--- config.mk ---
export PLATFORM = sky130hd
export DESIGN_NAME = diff_accum_flat
export DESIGN_NICKNAME = d
export VERILOG_FILES = /design/src/rtl/diff_accum_pkg.sv /design/src/rtl/diff_accum_if.sv /design/src/rtl/diff_accum_add.sv /design/src/rtl/diff_accum.sv /design/src/flat_wrapper.sv
export SDC_FILE = /design/constraint.sdc
export NUM_CORES = 1
export LEC_CHECK = 0
export ABC_AREA = 1
export ABC_CLOCK_PERIOD_IN_PS = 3800
export CORE_MARGIN = 1.5
export CORE_UTILIZATION = 39
export CTS_BUF_LIST = sky130_fd_sc_hd__clkbuf_4 sky130_fd_sc_hd__clkbuf_8
export CTS_CLUSTER_DIAMETER = 150
export CTS_CLUSTER_SIZE = 8
export DETAILED_ROUTE_END_ITERATION = 8
export SLEW_MARGIN = 20
export SYNTH_ARGS = -nofsm -noshare
export SYNTH_HDL_FRONTEND = slang
export SYNTH_HIERARCHICAL = 1
export SYNTH_SLANG_ARGS = --single-unit
export TNS_END_PERCENT = 1
--- constraint.sdc ---
create_clock -name clk -period 3.8 [get_ports clk]
set_input_delay 0.38 -clock clk [delete_from_list [all_inputs] [get_ports clk]]
set_output_delay 0.38 -clock clk [all_outputs]
set_load 0.05 [all_outputs]
--- src/rtl/diff_accum_pkg.sv ---
// Shared types and saturation helpers for the diff_accum block.
package diff_accum_pkg;

    typedef enum logic {ACCUM, HOLD} state_t;

    function automatic logic signed [63:0] sat_max(int unsigned w);
        return (64'sd1 <<< (w - 1)) - 64'sd1;
    endfunction

    function automatic logic signed [63:0] sat_min(int unsigned w);
        return -(64'sd1 <<< (w - 1));
    endfunction

endpackage

--- src/rtl/diff_accum_if.sv ---
// Sample-in / block-result-out handshake bundle for diff_accum.
interface diff_accum_if #(
    parameter int DIFF_W    = 9,
    parameter int ACC_W     = 16,
    parameter int BLOCK_LEN = 4,
    localparam int CNT_W    = $clog2(BLOCK_LEN + 1)
);
    logic              in_valid;
    logic              in_ready;
    logic [DIFF_W-1:0] in_diff;
    logic              out_valid;
    logic              out_ready;
    logic [ACC_W-1:0]  out_sum;
    logic              out_ovf;
    logic [CNT_W-1:0]  out_cnt;

    modport master (
        output in_valid, in_diff, out_ready,
        input  in_ready, out_valid, out_sum, out_ovf, out_cnt
    );

    modport slave (
        input  in_valid, in_diff, out_ready,
        output in_ready, out_valid, out_sum, out_ovf, out_cnt
    );
endinterface

--- src/rtl/diff_accum_add.sv ---
// Sign-extending accumulate step with overflow detect.
// DIFF_ACCUM_SAT_EN defined: clamp on overflow; undefined: two's-complement wrap.
module diff_accum_add
    import diff_accum_pkg::*;
#(
    parameter int DIFF_W = 9,
    parameter int ACC_W  = 16
) (
    input  logic [ACC_W-1:0]  acc,
    input  logic [DIFF_W-1:0] in_diff,
    output logic [ACC_W-1:0]  acc_next,
    output logic              ovf
);
    logic [ACC_W:0] sum;

    always_comb begin
        sum = {acc[ACC_W-1], acc}
            + {{(ACC_W + 1 - DIFF_W){in_diff[DIFF_W-1]}}, in_diff};
        ovf = sum[ACC_W] ^ sum[ACC_W-1];
`ifdef DIFF_ACCUM_SAT_EN
        if (ovf)
            acc_next = sum[ACC_W] ? ACC_W'(sat_min(ACC_W)) : ACC_W'(sat_max(ACC_W));
        else
            acc_next = sum[ACC_W-1:0];
`else
        acc_next = sum[ACC_W-1:0];
`endif
    end
endmodule

--- src/rtl/diff_accum.sv ---
// Accumulates BLOCK_LEN signed differences per block and holds each block result
// (with sticky overflow) until downstream accepts it. Option: DIFF_ACCUM_SAT_EN.
module diff_accum
    import diff_accum_pkg::*;
#(
    parameter int DIFF_W    = 9,
    parameter int ACC_W     = 16,
    parameter int BLOCK_LEN = 4,
    localparam int CNT_W    = $clog2(BLOCK_LEN + 1)
) (
    input  logic         clk,
    input  logic         rst_b,
    input  logic         clr,
    diff_accum_if.slave  bus
);
    state_t           state;
    logic [ACC_W-1:0] acc;
    logic [ACC_W-1:0] acc_next;
    logic [CNT_W-1:0] cnt;
    logic             ovf_sticky;
    logic             step_ovf;
    logic             out_valid_q;
    logic [ACC_W-1:0] out_sum_q;
    logic             out_ovf_q;
    logic [CNT_W-1:0] out_cnt_q;

    diff_accum_add #(
        .DIFF_W (DIFF_W),
        .ACC_W  (ACC_W)
    ) u_add (
        .acc      (acc),
        .in_diff  (bus.in_diff),
        .acc_next (acc_next),
        .ovf      (step_ovf)
    );

    assign bus.in_ready  = (state == ACCUM);
    assign bus.out_valid = out_valid_q;
    assign bus.out_sum   = out_sum_q;
    assign bus.out_ovf   = out_ovf_q;
    assign bus.out_cnt   = out_cnt_q;

    always_ff @(posedge clk or negedge rst_b) begin
        if (!rst_b) begin
            state       <= ACCUM;
            acc         <= '0;
            cnt         <= '0;
            ovf_sticky  <= 1'b0;
            out_valid_q <= 1'b0;
            out_sum_q   <= '0;
            out_ovf_q   <= 1'b0;
            out_cnt_q   <= '0;
        end else if (clr) begin
            // result registers deliberately keep their last values
            state       <= ACCUM;
            acc         <= '0;
            cnt         <= '0;
            ovf_sticky  <= 1'b0;
            out_valid_q <= 1'b0;
        end else begin
            case (state)
                ACCUM: begin
                    if (bus.in_valid) begin
                        if (cnt == CNT_W'(BLOCK_LEN - 1)) begin
                            out_sum_q   <= acc_next;
                            out_ovf_q   <= ovf_sticky | step_ovf;
                            out_cnt_q   <= CNT_W'(BLOCK_LEN);
                            out_valid_q <= 1'b1;
                            acc         <= '0;
                            cnt         <= '0;
                            ovf_sticky  <= 1'b0;
                            state       <= HOLD;
                        end else begin
                            acc        <= acc_next;
                            cnt        <= cnt + 1'b1;
                            ovf_sticky <= ovf_sticky | step_ovf;
                        end
                    end
                end
                HOLD: begin
                    if (bus.out_ready) begin
                        out_valid_q <= 1'b0;
                        state       <= ACCUM;
                    end
                end
                default: state <= ACCUM;
            endcase
        end
    end
endmodule

--- src/flat_wrapper.sv ---
// flat-port wrapper written by rule: the top's interface ports become plain ports
module diff_accum_flat import diff_accum_pkg::*;
#(
    parameter int DIFF_W    = 9,
    parameter int ACC_W     = 16,
    parameter int BLOCK_LEN = 4,
    localparam int CNT_W    = $clog2(BLOCK_LEN + 1)
)
  (clk, rst_b, clr, bus_in_valid, bus_in_diff, bus_out_ready, bus_in_ready, bus_out_valid, bus_out_sum, bus_out_ovf, bus_out_cnt);
  diff_accum_if #(.DIFF_W(DIFF_W), .ACC_W(ACC_W), .BLOCK_LEN(BLOCK_LEN)) bus_i ();
  input  logic clk;
  input  logic rst_b;
  input  logic clr;
  input wire logic [$bits(bus_i.in_valid)-1:0] bus_in_valid;
  input wire logic [$bits(bus_i.in_diff)-1:0] bus_in_diff;
  input wire logic [$bits(bus_i.out_ready)-1:0] bus_out_ready;
  output wire logic [$bits(bus_i.in_ready)-1:0] bus_in_ready;
  output wire logic [$bits(bus_i.out_valid)-1:0] bus_out_valid;
  output wire logic [$bits(bus_i.out_sum)-1:0] bus_out_sum;
  output wire logic [$bits(bus_i.out_ovf)-1:0] bus_out_ovf;
  output wire logic [$bits(bus_i.out_cnt)-1:0] bus_out_cnt;
  assign bus_i.in_valid = bus_in_valid;
  assign bus_i.in_diff = bus_in_diff;
  assign bus_i.out_ready = bus_out_ready;
  assign bus_in_ready = bus_i.in_ready;
  assign bus_out_valid = bus_i.out_valid;
  assign bus_out_sum = bus_i.out_sum;
  assign bus_out_ovf = bus_i.out_ovf;
  assign bus_out_cnt = bus_i.out_cnt;
  diff_accum #(.DIFF_W(DIFF_W), .ACC_W(ACC_W), .BLOCK_LEN(BLOCK_LEN)) u_core (.clk(clk), .rst_b(rst_b), .clr(clr), .bus(bus_i));
endmodule
==> impl_metrics.yaml, run 1 <==
worst_setup_path:
  start_kind: "primary input"
  worstPathArrival_ns: 2.57
  crit-reg2reg-launch: "u_core/acc[0]$_DFFE_PN0P_"
  rrSetupSlack_ns: 1.61
  rr_worst_depth: 16
  cp.required_ns: 3.98
  cp_max_fo: 8
  regToRegEndpoint: "u_core/ovf_sticky$_DFFE_PN0P_"
  crit_type: "in2reg"
  endpoint_kind: "flip-flop"
global_routing:
  gr-total-overflow: 0
  grt_pass1_vias: 2138
  grt_max_degree: 41
  antenna_found_initial: 0
  track_usage: 0.175
  grt_pass1_wl_microns: 10200
final_layout:
  antennaDiodeCount: 0
  nets: 422
  final_core_util: 0.468
  fillerInstances: 690
  final_common_cell: "nand2_1"
  drive_gt1_frac: 0.0844
  layout_common_cells: "nand2_1, dfrtp_1, nand4_1"
  syn_to_final_growth_pct: 17.2
power:
  leakage_uw: 0.00172
  powerDensity_nw_per_um2: 494
  design_power_total_uw: 1560
  ir_worst_vdd_mv: 0.155
timing:
  slew_headroom: 0.386
  max_freq_mhz: 418
  layout_setup_ws_ns: 1.41
  worst_pin_slew_ns: 0.921
  hold_viol: 0
  drv_slew: 0
  whs_ns: 0.220
  setup_violations: 0
  rsz0062_at_grt: "false"
  setup-tns-final_ns: 0
  finalCritPeriodShare: 0.629
  fin_skew_ns: 0.00524
  fin_crit_ns: 2.39
synth:
  synth.area.mux_share: 0
  synth_xor_area_frac: 0.0390
  synth_area_leader_cell: "dfrtp_1"
  ys_types: 29
  synth_compound_area_frac: 0.0343
  avgSynthCellArea_sq_um: 7.47
  yosys.area_share.adder: 0.0863
  synth_warnings: 6
  synthFlopType: "dfrtp_1"
  synthSimpleGateAreaFrac: 0.381
  synth_cells: 361
  synth_top_area_frac: 0.371
  synth_area_leaders: "dfrtp_1, nand2_1, nand4_1"
  synth_top_family_by_area: "simple AND/OR/NAND/NOR gates"
  synth_edf_count: 0
  ys_ff_latch: 40
  synth_area_sq_um: 2700
  yosysSeqAreaShare: 0.371
  synthArstFlopShare: 1.00
place:
  gp_congestion: 0.896
  dp_slack_ns: 1.15
  dp_hpwl_microns: 4410
  port_buffers: 33
clock_tree:
  hold_buffers: 0
  clock-sinks: 40
  clk_pin_slew_ns: 0.08
  cts_buffers: 5
  cts_htree_levels: 2
  tritoncts: "built"
  cts_setup_buffers: 0
  cts-root-buf: "clkbuf_8"
  clock_latency_ns: 0.29
  cts_buffer_depth: 2
  post_cts_resized: 0
detailed_routing:
  wl_met3_microns: 200
  drt-met1-wl_microns: 3160
  maxUsedRoutingLayer: "met4"
  drtIter0Drc: 124
  dr_total_vias: 2324
  ant_nets: 0
  dr.pass1.iters: 4
  wire_per_inst_microns: 12.7
  viasPerCell: 4.93
  drcViolationCount: 0
  wirelength_microns: 6000
  dr_wl_met2_microns: 2610
die:
  die_w_microns: 86.2
  ioPinCount: 36
  die_area_sq_um: 7420
  std_cell_rows: 30
  start_util: 0.399
  die_h_microns: 86.2
  coreArea_sq_um: 6760
flow_run:
  max-cap-violations: 0
worst_hold_path:
  hold_path_class: "in2async"
outcome:
  outcome: "finished, final reports clean"
==> cells in the mapped netlist (3+ instances only) <==
master / instances
ha_1: 17
buf_2: 4
xor2_1: 10
buf_4: 5
dfrtp_1: 40
nand4_1: 38
inv_2: 3
inv_1: 35
nand2_2: 10
a21oi_1: 10
o21bai_1: 3
nor2_4: 3
nand2_1: 137
nor2_1: 15
nand3_1: 12
==> registers in the layout, indices dropped and copies added, names as in the netlist <==
register / flops
u_core/acc: 16
u_core/bus.out_cnt: 1
u_core/bus.out_ovf: 1
u_core/bus.out_sum: 16
u_core/bus.out_valid: 1
u_core/cnt: 3
u_core/ovf_sticky: 1
u_core/state: 1
==> stage by stage <==
| step | instances | instance area [sq um] |
|---|---|---|
| 6_report | 471 | 3160 |
| 3_5_place_dp | 463 | 3050 |
| 5_1_grt | 471 | 3160 |
| 4_1_cts | 471 | 3160 |
| 3_3_place_gp | 463 | 3050 |
| 2_1_floorplan | 362 | 2700 |
==> area by class of cell <==
| type | instances | area, sq um | area share |
|---|---|---|---|
| Clock buffer | 6 | 76.3 | 0.0241 |
| Clock inverter | 2 | 35.0 | 0.0111 |
| Inverter | 38 | 143 | 0.0451 |
| Multi-Input combinational cell | 270 | 1470 | 0.464 |
| Sequential cell | 40 | 1000 | 0.317 |
| Tap cell | 80 | 100 | 0.0317 |
| Timing Repair Buffer | 35 | 340 | 0.108 |
==> worst max-delay path by stage <==
stage / cells after the start / to / from / slack, ns
after floorplan: 16 / u_core/bus.out_ovf$_DFFE_PN0P_ / u_core/acc[0]$_DFFE_PN0P_ / 1.88
after global placement: 16 / u_core/ovf_sticky$_DFFE_PN0P_ / bus_in_diff[8] / 1.22
after detailed placement: 16 / u_core/ovf_sticky$_DFFE_PN0P_ / bus_in_diff[8] / 1.15
after CTS: 16 / u_core/ovf_sticky$_DFFE_PN0P_ / bus_in_diff[8] / 1.47
after global routing: 12 / u_core/acc[13]$_DFFE_PN0P_ / bus_in_diff[8] / 1.28
final: 16 / u_core/ovf_sticky$_DFFE_PN0P_ / bus_in_diff[8] / 1.41
==> metal layers <==
metal / vias up / global-route usage
met4: 0 / 0.0440
met2: 47 / 0.263
met3: 2 / 0.0231
met5: - / 0
met1: 1052 / 0.265
li1: 1223 / -
==> cell families after synthesis <==
group | Yosys count
simple gates | 223
buf+inv | 52
fa+ha+maj | 18
compound gates | 15
xor+xnor | 12
flops | 40
other cells | 1
==> worst max-delay path, stage by stage <==
cell	delay (ns)
clkdlybuf4s50_1	0.57
ha_1	0.45
nand2_1	0.15
inv_1	0.05
nand2_1	0.06
nand2_1	0.05
a21oi_1	0.23
nand2_1	0.12
nand2_1	0.07
nand2_1	0.05
nand2_1	0.06
nand2_1	0.05
inv_1	0.04
nand2_1	0.06
nand4_1	0.10
nand2_1	0.07
==> power breakdown <==
group	leakage, uW	internal [uW]	total (uW)	switching (uW)
sequential	0.000534	496	539	43.0
combinational	0.00112	224	666	442
clock	0.0000586	202	358	156
Power figures use the tool's default switching activity.
==> inputs of run 2 (changes only) <==
--- a/config.mk
+++ b/config.mk
@@ -6,7 +6,7 @@
 export NUM_CORES = 1
 export LEC_CHECK = 0
 export ABC_AREA = 1
-export ABC_CLOCK_PERIOD_IN_PS = 3800
+export ABC_CLOCK_PERIOD_IN_PS = 2000
 export CORE_MARGIN = 1.5
 export CORE_UTILIZATION = 39
 export CTS_BUF_LIST = sky130_fd_sc_hd__clkbuf_4 sky130_fd_sc_hd__clkbuf_8
==> constraint.sdc (replaced) <==
create_clock -name clk -period 2 [get_ports clk]
set_input_delay 0.2 -clock clk [delete_from_list [all_inputs] [get_ports clk]]
set_output_delay 0.2 -clock clk [all_outputs]
set_load 0.05 [all_outputs]
==> impl_metrics.yaml, run 2 (synthesized netlist as in run 1, its figures left out) <==
worst_hold_path:
  hold_path_class: "reg2reg"
  whs_path_depth: 2
final_layout:
  nets: 458
  layout_common_cells: "nand2_1, dfrtp_1, nand4_1"
  multiInputGateArea_sq_um: 1570
  syn_to_final_growth_pct: 31.2
  final_cell_area_sq_um: 3540
  seq_area_sq_um: 1000
  final_common_cell: "nand2_1"
  fillerInstances: 651
  drive_gt1_frac: 0.204
  final_core_util: 0.524
  antennaDiodeCount: 0
detailed_routing:
  drcViolationCount: 0
  viasPerCell: 4.94
  drtIter0Drc: 153
  dr.pass1.iters: 4
  wirelength_microns: 6490
  wire_per_inst_microns: 12.8
  dr_total_vias: 2504
  ant_nets: 0
clock_tree:
  clk_pin_slew_ns: 0.09
  clock-sinks: 40
  cts_buffers: 5
  clock_latency_ns: 0.29
  cts_htree_levels: 2
  cts_buffer_depth: 2
  tritoncts: "built"
  cts-root-buf: "clkbuf_8"
die:
  die_h_microns: 86.2
  die_area_sq_um: 7420
  ioPinCount: 36
  coreArea_sq_um: 6760
  start_util: 0.399
  die_w_microns: 86.2
  std_cell_rows: 30
global_routing:
  track_usage: 0.188
  gr-total-overflow: 0
  grt_max_degree: 41
  grt_pass1_wl_microns: 11100
  antenna_found_initial: 0
  grt_pass1_vias: 2349
timing:
  fin_crit_ns: 1.92
  rsz0062_at_grt: "true"
  drv_slew: 0
  finalCritPeriodShare: 0.961
  worst_pin_slew_ns: 0.531
  fin_skew_ns: 0.0101
  max_freq_mhz: 520
  hold_viol: 0
  setup_violations: 0
  slew_headroom: 0.646
flow_run:
  max-cap-violations: 0
power:
  leakage_uw: 0.00190
  powerDensity_nw_per_um2: 912
  ir_worst_vdd_mv: 0.370
place:
  dp_hpwl_microns: 4850
  port_buffers: 33
  gp_congestion: 0.808
  dpl_cell_area_sq_um: 3300
worst_setup_path:
  start_kind: "flip-flop"
  crit_type: "reg2reg"
  endpoint_kind: "flip-flop"
  cp.required_ns: 2.24
  cp_max_fo: 3
  rr_worst_depth: 10
  worstPathArrival_ns: 2.16
outcome:
  outcome: "finished, final reports clean"
-- run 2: cell count changes in the layout (fill, tap and decap cells not counted), moves of 3 or more --
cell     delta
buf_4      +35
ha_4        +4
a21oi_1     -3
nand2_2     +5
a21oi_2     +3
ha_1        -5
nand2_1     -5
-- run 2: cell type report --
type | instances | share of cell area
Multi-Input combinational cell | 270 | 0.444
Sequential cell | 40 | 0.283
Timing Repair Buffer | 71 | 0.173
Inverter | 38 | 0.0403
Tap cell | 80 | 0.0283
Clock buffer | 6 | 0.0216
Clock inverter | 2 | 0.00990
-- run 2: worst max-delay path: stages (launching register included) --
cell and delay, ns:
dfrtp_1 0.41, ha_4 0.18, fa_2 0.36, nand2_2 0.08, nand2_2 0.06, nand4_1 0.07
nand2_1 0.12, a21oi_1 0.19, xnor2_1 0.18, nand4_1 0.14, nand2_1 0.08
-- run 2: stage by stage --
stage / setup WS [ns] / TNS (ns) / instances / power [uW] / hold slack (ns)
floorplan: 0.0788 / 0 / 362 / 1950 / -0.0956
global placement: -0.332 / -4.53 / 496 / 2470 / 0.296
detailed placement: -0.419 / -5.01 / 496 / 2480 / 0.299
CTS: 0.00537 / 0 / 506 / 3180 / 0.475
global route: -0.0780 / -0.316 / 507 / 3430 / 0.502
finish: 0.0776 / 0 / 507 / 3230 / 0.471
-- run 2: worst paths after layout --
check | endpoint | slack (ns) | from
setup / recovery | u_core/acc[10]$_DFFE_PN0P_ | 0.08 | u_core/acc[0]$_DFFE_PN0P_
hold / removal | u_core/bus.out_cnt[2]$_DFFE_PN0P_ | 0.47 | u_core/bus.out_cnt[2]$_DFFE_PN0P_
setup reg to reg | u_core/acc[10]$_DFFE_PN0P_ | 0.08 | u_core/acc[0]$_DFFE_PN0P_
hold reg to reg | u_core/bus.out_cnt[2]$_DFFE_PN0P_ | 0.47 | u_core/bus.out_cnt[2]$_DFFE_PN0P_
max in group asynchronous | u_core/acc[6]$_DFFE_PN0P_ | 1.12 | rst_b
min in group asynchronous | u_core/bus.out_sum[14]$_DFFE_PN0P_ | 0.49 | rst_b
-- run 2: layer usage --
layer,GRT usage,wire [microns]
met1,0.281,3260
met2,0.284,2920
met3,0.0298,229
met4,0.0469,76
met5,0,0
-- run 2: timing repair --
action	in CTS	in global routing
hold buffers	1	0
endpoints found under the hold margin	40	0
buffers inserted	1	1
setup endpoints to repair	8	14
gates resized for setup	6	15
pin swaps	4	16
-- run 2: where the power goes --
group          leakage (uW)  switching, uW  internal (uW)
combinational       0.00130            912            601
sequential         0.000534           88.0            942
clock             0.0000586            299            385
total               0.00190           1300           1930
==> inputs of run 3 (changes only) <==
--- a/config.mk
+++ b/config.mk
@@ -13,6 +13,8 @@
 export CTS_CLUSTER_DIAMETER = 150
 export CTS_CLUSTER_SIZE = 8
 export DETAILED_ROUTE_END_ITERATION = 8
+export DONT_BUFFER_PORTS = 1
+export RECOVER_POWER = 50
 export SLEW_MARGIN = 20
 export SYNTH_ARGS = -nofsm -noshare
 export SYNTH_HDL_FRONTEND = slang
==> impl_metrics.yaml, run 3 (synthesized netlist as in run 1, its figures left out) <==
final_layout:
  nets: 400
  antennaDiodeCount: 0
  layout_common_cells: "nand2_1, dfrtp_1, nand4_1"
  syn_to_final_growth_pct: 14.8
  drive_gt1_frac: 0.182
  final_common_cell: "nand2_1"
  fin_cells: 449
flow_run:
  max-cap-violations: 0
timing:
  max_freq_mhz: 520
  worst_pin_slew_ns: 0.987
  drv_slew: 0
  layout_setup_ws_ns: 0.0755
  setup_violations: 0
  slew_headroom: 0.342
  fin_crit_ns: 1.92
  hold_viol: 0
  rsz0062_at_grt: "true"
  finalCritPeriodShare: 0.962
  fin_skew_ns: 0.00514
  whs_ns: 0.0494
  setup-tns-final_ns: 0
detailed_routing:
  drtIter0Drc: 168
  viasPerCell: 5.23
  wire_per_inst_microns: 14.4
  wirelength_microns: 6450
  dr.pass1.iters: 5
  drcViolationCount: 0
  ant_nets: 0
  dr_total_vias: 2347
worst_setup_path:
  cp.required_ns: 2.19
  slowest_stage: "dfrtp_1"
  crit_type: "reg2reg"
  crit_path_frequent_cell: "nand2_2"
  path_cells: "ha_4, fa_2, nand2_2, nand2_2, nand3_2, nand2_2, nand2_2, nand2_2, nand2_1, nand2_1, nand2_1, nand2_1, inv_1, nand2_2, nand4_1, nand2_1"
  worstPathArrival_ns: 2.11
  max_stage_delay_ns: 0.42
  start_kind: "flip-flop"
  cp.buffers_inverters: 1
  cp_top_family: "simple AND/OR/NAND/NOR gates"
  endpoint_kind: "flip-flop"
  cp_max_fo: 3
power:
  leakage_uw: 0.00164
  p_comb_frac: 0.317
  design_power_total_uw: 2940
  pwr-share-seq: 0.450
  ir_worst_vdd_mv: 0.317
  p_int_uw: 1680
  swShare: 0.428
  clkPwrFrac: 0.233
  p_switching_uw: 1260
  powerDensity_nw_per_um2: 948
place:
  dp_hpwl_microns: 4580
  dp_slack_ns: -0.0775
  port_buffers: 0
  dp.cells: 437
  gp_congestion: 0.881
die:
  start_util: 0.399
  coreArea_sq_um: 6760
  die_area_sq_um: 7420
  die_h_microns: 86.2
  ioPinCount: 36
  std_cell_rows: 30
  die_w_microns: 86.2
clock_tree:
  clock-sinks: 40
  clk_pin_slew_ns: 0.08
  cts_buffers: 5
  cts_buffer_depth: 2
  cts_htree_levels: 2
  tritoncts: "built"
  cts-root-buf: "clkbuf_8"
  clock_latency_ns: 0.29
global_routing:
  grt_max_degree: 41
  gr-total-overflow: 0
  track_usage: 0.176
  grt_pass1_vias: 2136
  grt_pass1_wl_microns: 10400
  antenna_found_initial: 0
worst_hold_path:
  hold_path_class: "in2reg"
outcome:
  outcome: "finished, final reports clean"
run 3: changes by cell type in the layout (fill, tap and decap cells not counted), moves of 5 or more:
cell             delta
ha_4                +5
ha_1                -6
clkdlybuf4s50_1    -31
buf_4              -26
run 3: worst paths after layout:
kind,start,end,slack (ns),cells after the start
setup / recovery,u_core/acc[0]$_DFFE_PN0P_,u_core/ovf_sticky$_DFFE_PN0P_,0.08,16
hold / removal,bus_in_valid,u_core/cnt[0]$_DFFE_PN0P_,0.05,2
setup reg to reg,u_core/acc[0]$_DFFE_PN0P_,u_core/ovf_sticky$_DFFE_PN0P_,0.08,16
hold reg to reg,u_core/ovf_sticky$_DFFE_PN0P_,u_core/ovf_sticky$_DFFE_PN0P_,0.49,2
max in group asynchronous,rst_b,u_core/acc[6]$_DFFE_PN0P_,0.79,2
min in group asynchronous,rst_b,u_core/bus.out_sum[12]$_DFFE_PN0P_,0.61,2
run 3: routing by layer:
layer	vias up	routed length [microns]	GRT usage
li1	1175	-	-
met1	1110	3070	0.235
met2	54	3010	0.292
met3	8	306	0.0318
met4	0	62	0.0499
met5	-	0	0
run 3: power by group through the flow:
stage / Combinational [uW] / Sequential, uW / Clock (uW)
floorplan: 646 / 1300 / 0
global placement: 787 / 1320 / 0
detailed placement: 798 / 1330 / 0
CTS: 829 / 1310 / 700
global route: 1050 / 1340 / 722
finish: 932 / 1320 / 683
run 3: cell type report:
class                      count  area, sq um
tap                           80          100
clock buffer                   5         68.8
clock inverter                 3         42.5
inverter                      38          143
timing repair buffer          13         97.6
fill                         671         3660
sequential                    40         1000
multi-input combinational    270         1640
run 3: metrics by stage:
stage | cell area (sq um) | util
2_1_floorplan | 2700 | -
3_3_place_gp | 2780 | 0.411
3_5_place_dp | 2780 | 0.411
4_1_cts | 2930 | 0.434
5_1_grt | 3100 | 0.458
6_report | 3100 | 0.458
run 3: timing repair:
| action | 4_1_cts | 5_1_grt |
|---|---|---|
| buffers inserted | 0 | 2 |
| endpoints found under the hold margin | 40 | 0 |
| setup endpoints to repair | 4 | 11 |
| resized for setup | 4 | 24 |
| hold buffers | 2 | 0 |
| pin swaps | 0 | 10 |
==> patch 1: new RTL, settings of run 2 <==
Build with the macro `DIFF_ACCUM_SAT_EN` defined.
--- a/src/rtl/diff_accum_add.sv
+++ b/src/rtl/diff_accum_add.sv
@@ -1,5 +1,7 @@
 // Sign-extending accumulate step with overflow detect.
 // DIFF_ACCUM_SAT_EN defined: clamp on overflow; undefined: two's-complement wrap.
+`define DIFF_ACCUM_SAT_EN
+
 module diff_accum_add
     import diff_accum_pkg::*;
 #(
Check against the original RTL: same outputs for any inputs over 4 cycles, from zero or initial values and one cycle with rst_b low; that may be too few to reach the edited logic, so the function may still have changed.
==> patch 1 against run 2 <==
- non-clock buffer count increased by 5
- routed wire length increased by 11%
- die area increased by 7.7%
- hold slack got worse by 0.074 ns
- core utilization increased by 0.45 points
- sequential cell count unchanged
- the flow now finishes with violations (negative setup slack)
- synthesized cell count increased by 7.2%
- largest cell class unchanged
- final area increased by 8.3%
- worst setup slack got worse by 0.20 ns
- highest routed layer unchanged
- sequential share of layout area decreased by 2.2 points
- synthesized area increased by 7.9%
- critical path depth increased by 3
- total power increased by 40%
==> patch 1: results (changes against run 2) <==
| Metric | Value |
|---|---|
| Setup bufs post-CTS | 0 (-1) |
| Layout cells sized above 1 | 0.260 (+0.0566) |
| Leakage | 2.04 nW (+7.7%) |
| Drt first-iter violations | 114 (-25%) |
| Total Power | 4.51 mW (+40%) |
| Setup WS post-layout | -0.120 ns (-0.197 ns) |
| Cts hold-fix bufs | 1 (unchanged) |
| Combinational Power Share | 0.600 (+0.131) |
| Worst setup path endpoint | u_core/bus.out_sum[5]$_DFFE_PN0P_ |
| Clock Skews | 0.00699 ns (-0.00306 ns) |
| First-pass GRT wire length | 11700 um (+5.3%) |
| Yosys cell types | 33 (+14%) |
| Status | finished with violations |
| Cell Count, Final, Fillers Out | 556 (+9.7%) |
| Internal power of the cells | 2.48 mW (+29%) |
| Final #Nets | 488 (+6.6%) |
| Worst-path fanout max | 10 (+7) |
| Routed WL | 7220 um (+11%) |
| R2R Path Start | u_core/acc[14]$_DFFE_PN0P_ |
| DP Area | 3600 um^2 (+9.0%) |
| Metal3 WL | 203 um (-11%) |
| Type of the most critical hold path | primary input to asynchronous set/reset pin |
| Setup slack at placement | -0.655 ns (-0.235 ns) |
| Vias/cell | 4.82 (-2.5%) |
| Placed cells | 546 (+10%) |
| Gate count of the mapped netlist | 387 (+7.2%) |
| R2R depth | 13 (+3) |
| Aggregate global-route resource usage | 0.189 (+0.000713) |
| Max VDD drop | 0.693 mV (+87%) |
| Worst hold slack | 0.397 ns (-0.0739 ns) |
| Seq/Total Area, Yosys | 0.344 (-0.0273) |
| Power share of the clock group | 0.147 (-0.065) |
| Met1 wire length | 3470 um (+6.4%) |
| Largest net degree at the start of global routing | 38 (-7.3%) |
| Synth top cells by count | nand2_1, dfrtp_1, nand4_1, inv_1, nand2_2 |
| Number of global-route vias before repair | 2550 (+8.6%) |
| Ranking of synthesized cells by area | dfrtp_1, nand2_1, nand4_1 |
| Met2 WL | 3480 um (+19%) |
| Number of gates resized after CTS | 12 (+6) |
| Clk slew on worst S/H paths | 0.08 ns |
| RePlAce Congestion | 0.896 (+11%) |
| Setup TNS | -2.98 ns (-2.98 ns) |
| DP Wirelength | 5440 um (+12%) |
| Slew @ Worst Pin | 0.514 ns (-0.0169 ns) |
| CP arrival | 2.34 ns (+0.18 ns) |
| Failing checks | negative setup slack |
| Final Setup Violations | 33 (+33) |
patch 1: logic make-up (layout without fill, tap and decap cells):
family	after synthesis	after routing	share of synthesized area
adder cells (fa/ha/maj)	18	18	0.0799
AO/OA/AOI/OAI	15	15	0.0335
buffers and inverters	53	121	0.0898
XOR/XNOR	10	10	0.0301
flip-flops	40	40	0.344
other	1	2	0.00129
AND/OR/NAND/NOR	250	251	0.422
patch 1: cell type report:
cell class / count / area (um^2)
inverter: 37 / 139
clock buffer: 6 / 76.3
timing repair buffer: 76 / 671
clock inverter: 2 / 35.0
fill: 744 / 3420
sequential: 40 / 1000
tap: 99 / 124
multi-input combinational: 296 / 1790
patch 1: per-layer routing:
metal | vias up | global-route usage
met1 | 1244 | 0.247
met3 | 6 | 0.0369
li1 | 1389 | -
met5 | - | 0
met2 | 39 | 0.321
met4 | 0 | 0.0476
==> patch 2: new RTL, settings of run 2 <==
Made on the original files. Make the reset (`rst_b`) synchronous in one clocked block.
--- a/src/rtl/diff_accum.sv
+++ b/src/rtl/diff_accum.sv
@@ -40,7 +40,7 @@
     assign bus.out_ovf   = out_ovf_q;
     assign bus.out_cnt   = out_cnt_q;
 
-    always_ff @(posedge clk or negedge rst_b) begin
+    always_ff @(posedge clk) begin
         if (!rst_b) begin
             state       <= ACCUM;
             acc         <= '0;
Function: changed (a bounded check fails within 10 cycles, from zero or initial values and one cycle with rst_b low; the reset may be asserted at any time).
==> patch 2 against run 2 <==
- hold slack got worse by 0.084 ns
- worst setup slack got worse by 0.013 ns
- first-iteration DRC count decreased by 32%
- final area is 1.9% higher
- largest cell class unchanged
- sequential cell count did not move
- synthesized area down 1.0%
- via count shrank 0.20%
- final cell count grew 4.3%
- routed wire length increased by 1.7%
- global-route usage down 1.1 points
- critical endpoint is now u_core/bus.out_ovf$_SDFFE_PN0P_
Power is not compared: it rests on default switching activity, and its combinational part moved more than twofold at a synthesized area within 25%.
==> patch 2: results (changes against run 2) <==
| Metric | Value |
|---|---|
| Setup slack at placement | -0.347 ns (+0.0727 ns) |
| Hold_sp | bus_in_diff[0] |
| Slowest cell on crit path | fa_2 |
| Post-Synth XOR/XNOR Area | 0.0394 (+0.000402) |
| Cell Count, Final, Fillers Out | 529 (+4.3%) |
| Compound-Gate Fraction of Synth Area | 0.0956 (+0.0613) |
| Initial DRT Pass Iterations | 5 (+1) |
| Final #Nets | 483 (+5.5%) |
| DP Area | 3220 um^2 (-2.2%) |
| First-pass GRT wire length | 10500 um (-5.1%) |
| Via count | 2499 (-0.20%) |
| WHS Endpoint | u_core/acc[0]$_SDFFE_PP0P_ |
| Synthesized-area fraction occupied by adder cells | 0.0872 (+0.000889) |
| Number of fillers in the final layout | 629 (-3.4%) |
| Cts hold-fix bufs | 0 (-1) |
| CP arrival | 2.13 ns (-0.03 ns) |
| Hold path depth | 4 (+2) |
| Drt first-iter violations | 104 (-32%) |
| R2R depth | 16 (+6) |
| Type of the most critical hold path | primary input to flip-flop |
| Mean post-synth cell area | 6.83 um^2 (-8.6%) |
| Layout cells sized above 1 | 0.283 (+0.0794) |
| Post-synth ARST share | 0 (-1.00) |
| Largest net degree at the start of global routing | 21 (-49%) |
| DP Wirelength | 4680 um (-3.5%) |
| Clock Skews | 0.00377 ns (-0.00628 ns) |
| Status | complete, no violations |
| Seq/Total Area, Yosys | 0.300 (-0.0712) |
| Aggregate global-route resource usage | 0.177 (-0.0108) |
| RePlAce Congestion | 0.807 (about the same) |
==> patch 2: changes by cell type after synthesis, sizes merged, moves of 3 or more <==
| cell | before | now |
|---|---|---|
| nand3 | 13 | 28 |
| nand4 | 38 | 2 |
| nor2 | 20 | 57 |
| inv | 38 | 53 |
| dfrtp | 40 | 0 |
| nand2 | 147 | 124 |
| dfxtp | 0 | 40 |
| a21oi | 11 | 32 |
| o21ai | 0 | 3 |
==> patch 2: routing by layer <==
metal,GRT usage,part of all wire,vias to the layer above
li1,-,-,1321
met1,0.237,0.50,1126
met2,0.303,0.46,48
met3,0.0202,0.026,4
met4,0.0484,0.0098,0
met5,0,0,-
==> patch 2: layout make-up <==
| class | instances | area (um^2) | share of cell area |
|---|---|---|---|
| tap | 77 | 96.3 | 0.0267 |
| multi-input combinational | 287 | 1820 | 0.505 |
| clock buffer | 6 | 76.3 | 0.0212 |
| inverter | 53 | 201 | 0.0558 |
| timing repair buffer | 64 | 576 | 0.160 |
| clock inverter | 2 | 35.0 | 0.00971 |
| sequential | 40 | 802 | 0.222 |
==> patch 2: worst max path at each step <==
stage                     cells after the start                         endpoint  slack, ns                        from
final                                        16  u_core/bus.out_ovf$_SDFFE_PN0P_       0.06  u_core/acc[0]$_SDFFE_PP0P_
after global routing                         16  u_core/bus.out_ovf$_SDFFE_PN0P_       -0.1  u_core/acc[0]$_SDFFE_PP0P_
after CTS                                    17  u_core/bus.out_ovf$_SDFFE_PN0P_       0.01              bus_in_diff[8]
after detailed placement                     17  u_core/bus.out_ovf$_SDFFE_PN0P_      -0.35              bus_in_diff[0]
after global placement                       17  u_core/bus.out_ovf$_SDFFE_PN0P_      -0.31              bus_in_diff[0]
after floorplan                              16  u_core/bus.out_ovf$_SDFFE_PN0P_       0.12  u_core/acc[0]$_SDFFE_PP0P_
==> patch 2: timing repair <==
| item | in CTS | in global routing |
|---|---|---|
| endpoints found under the setup margin | 5 | 14 |
| buffers inserted | 0 | 2 |
| pin swaps | 2 | 19 |
| resized for setup | 9 | 39 |
==> patch 2: worst reg2reg max path, cell delays in order (launching register included) <==
cell	delay [ns]
dfxtp_2	0.34
ha_4	0.16
fa_2	0.38
nand2_2	0.08
nand2_2	0.06
nand3_2	0.08
nand2_2	0.06
nand2_2	0.10
nand2_2	0.06
nand2_1	0.06
nand2_1	0.05
nand2_1	0.05
nand2_1	0.06
nor2_1	0.10
nand3_1	0.07
nand2_1	0.09
nor2_1	0.03
==> patch 2: per-stage QoR <==
stage | power (mW) | hold slack (ns)
detailed placement | 1.30 | 0.461
global placement | 1.30 | 0.451
CTS | 2.01 | 0.479
finish | 2.05 | 0.387
global route | 2.15 | 0.420
floorplan | 1.13 | 0.372
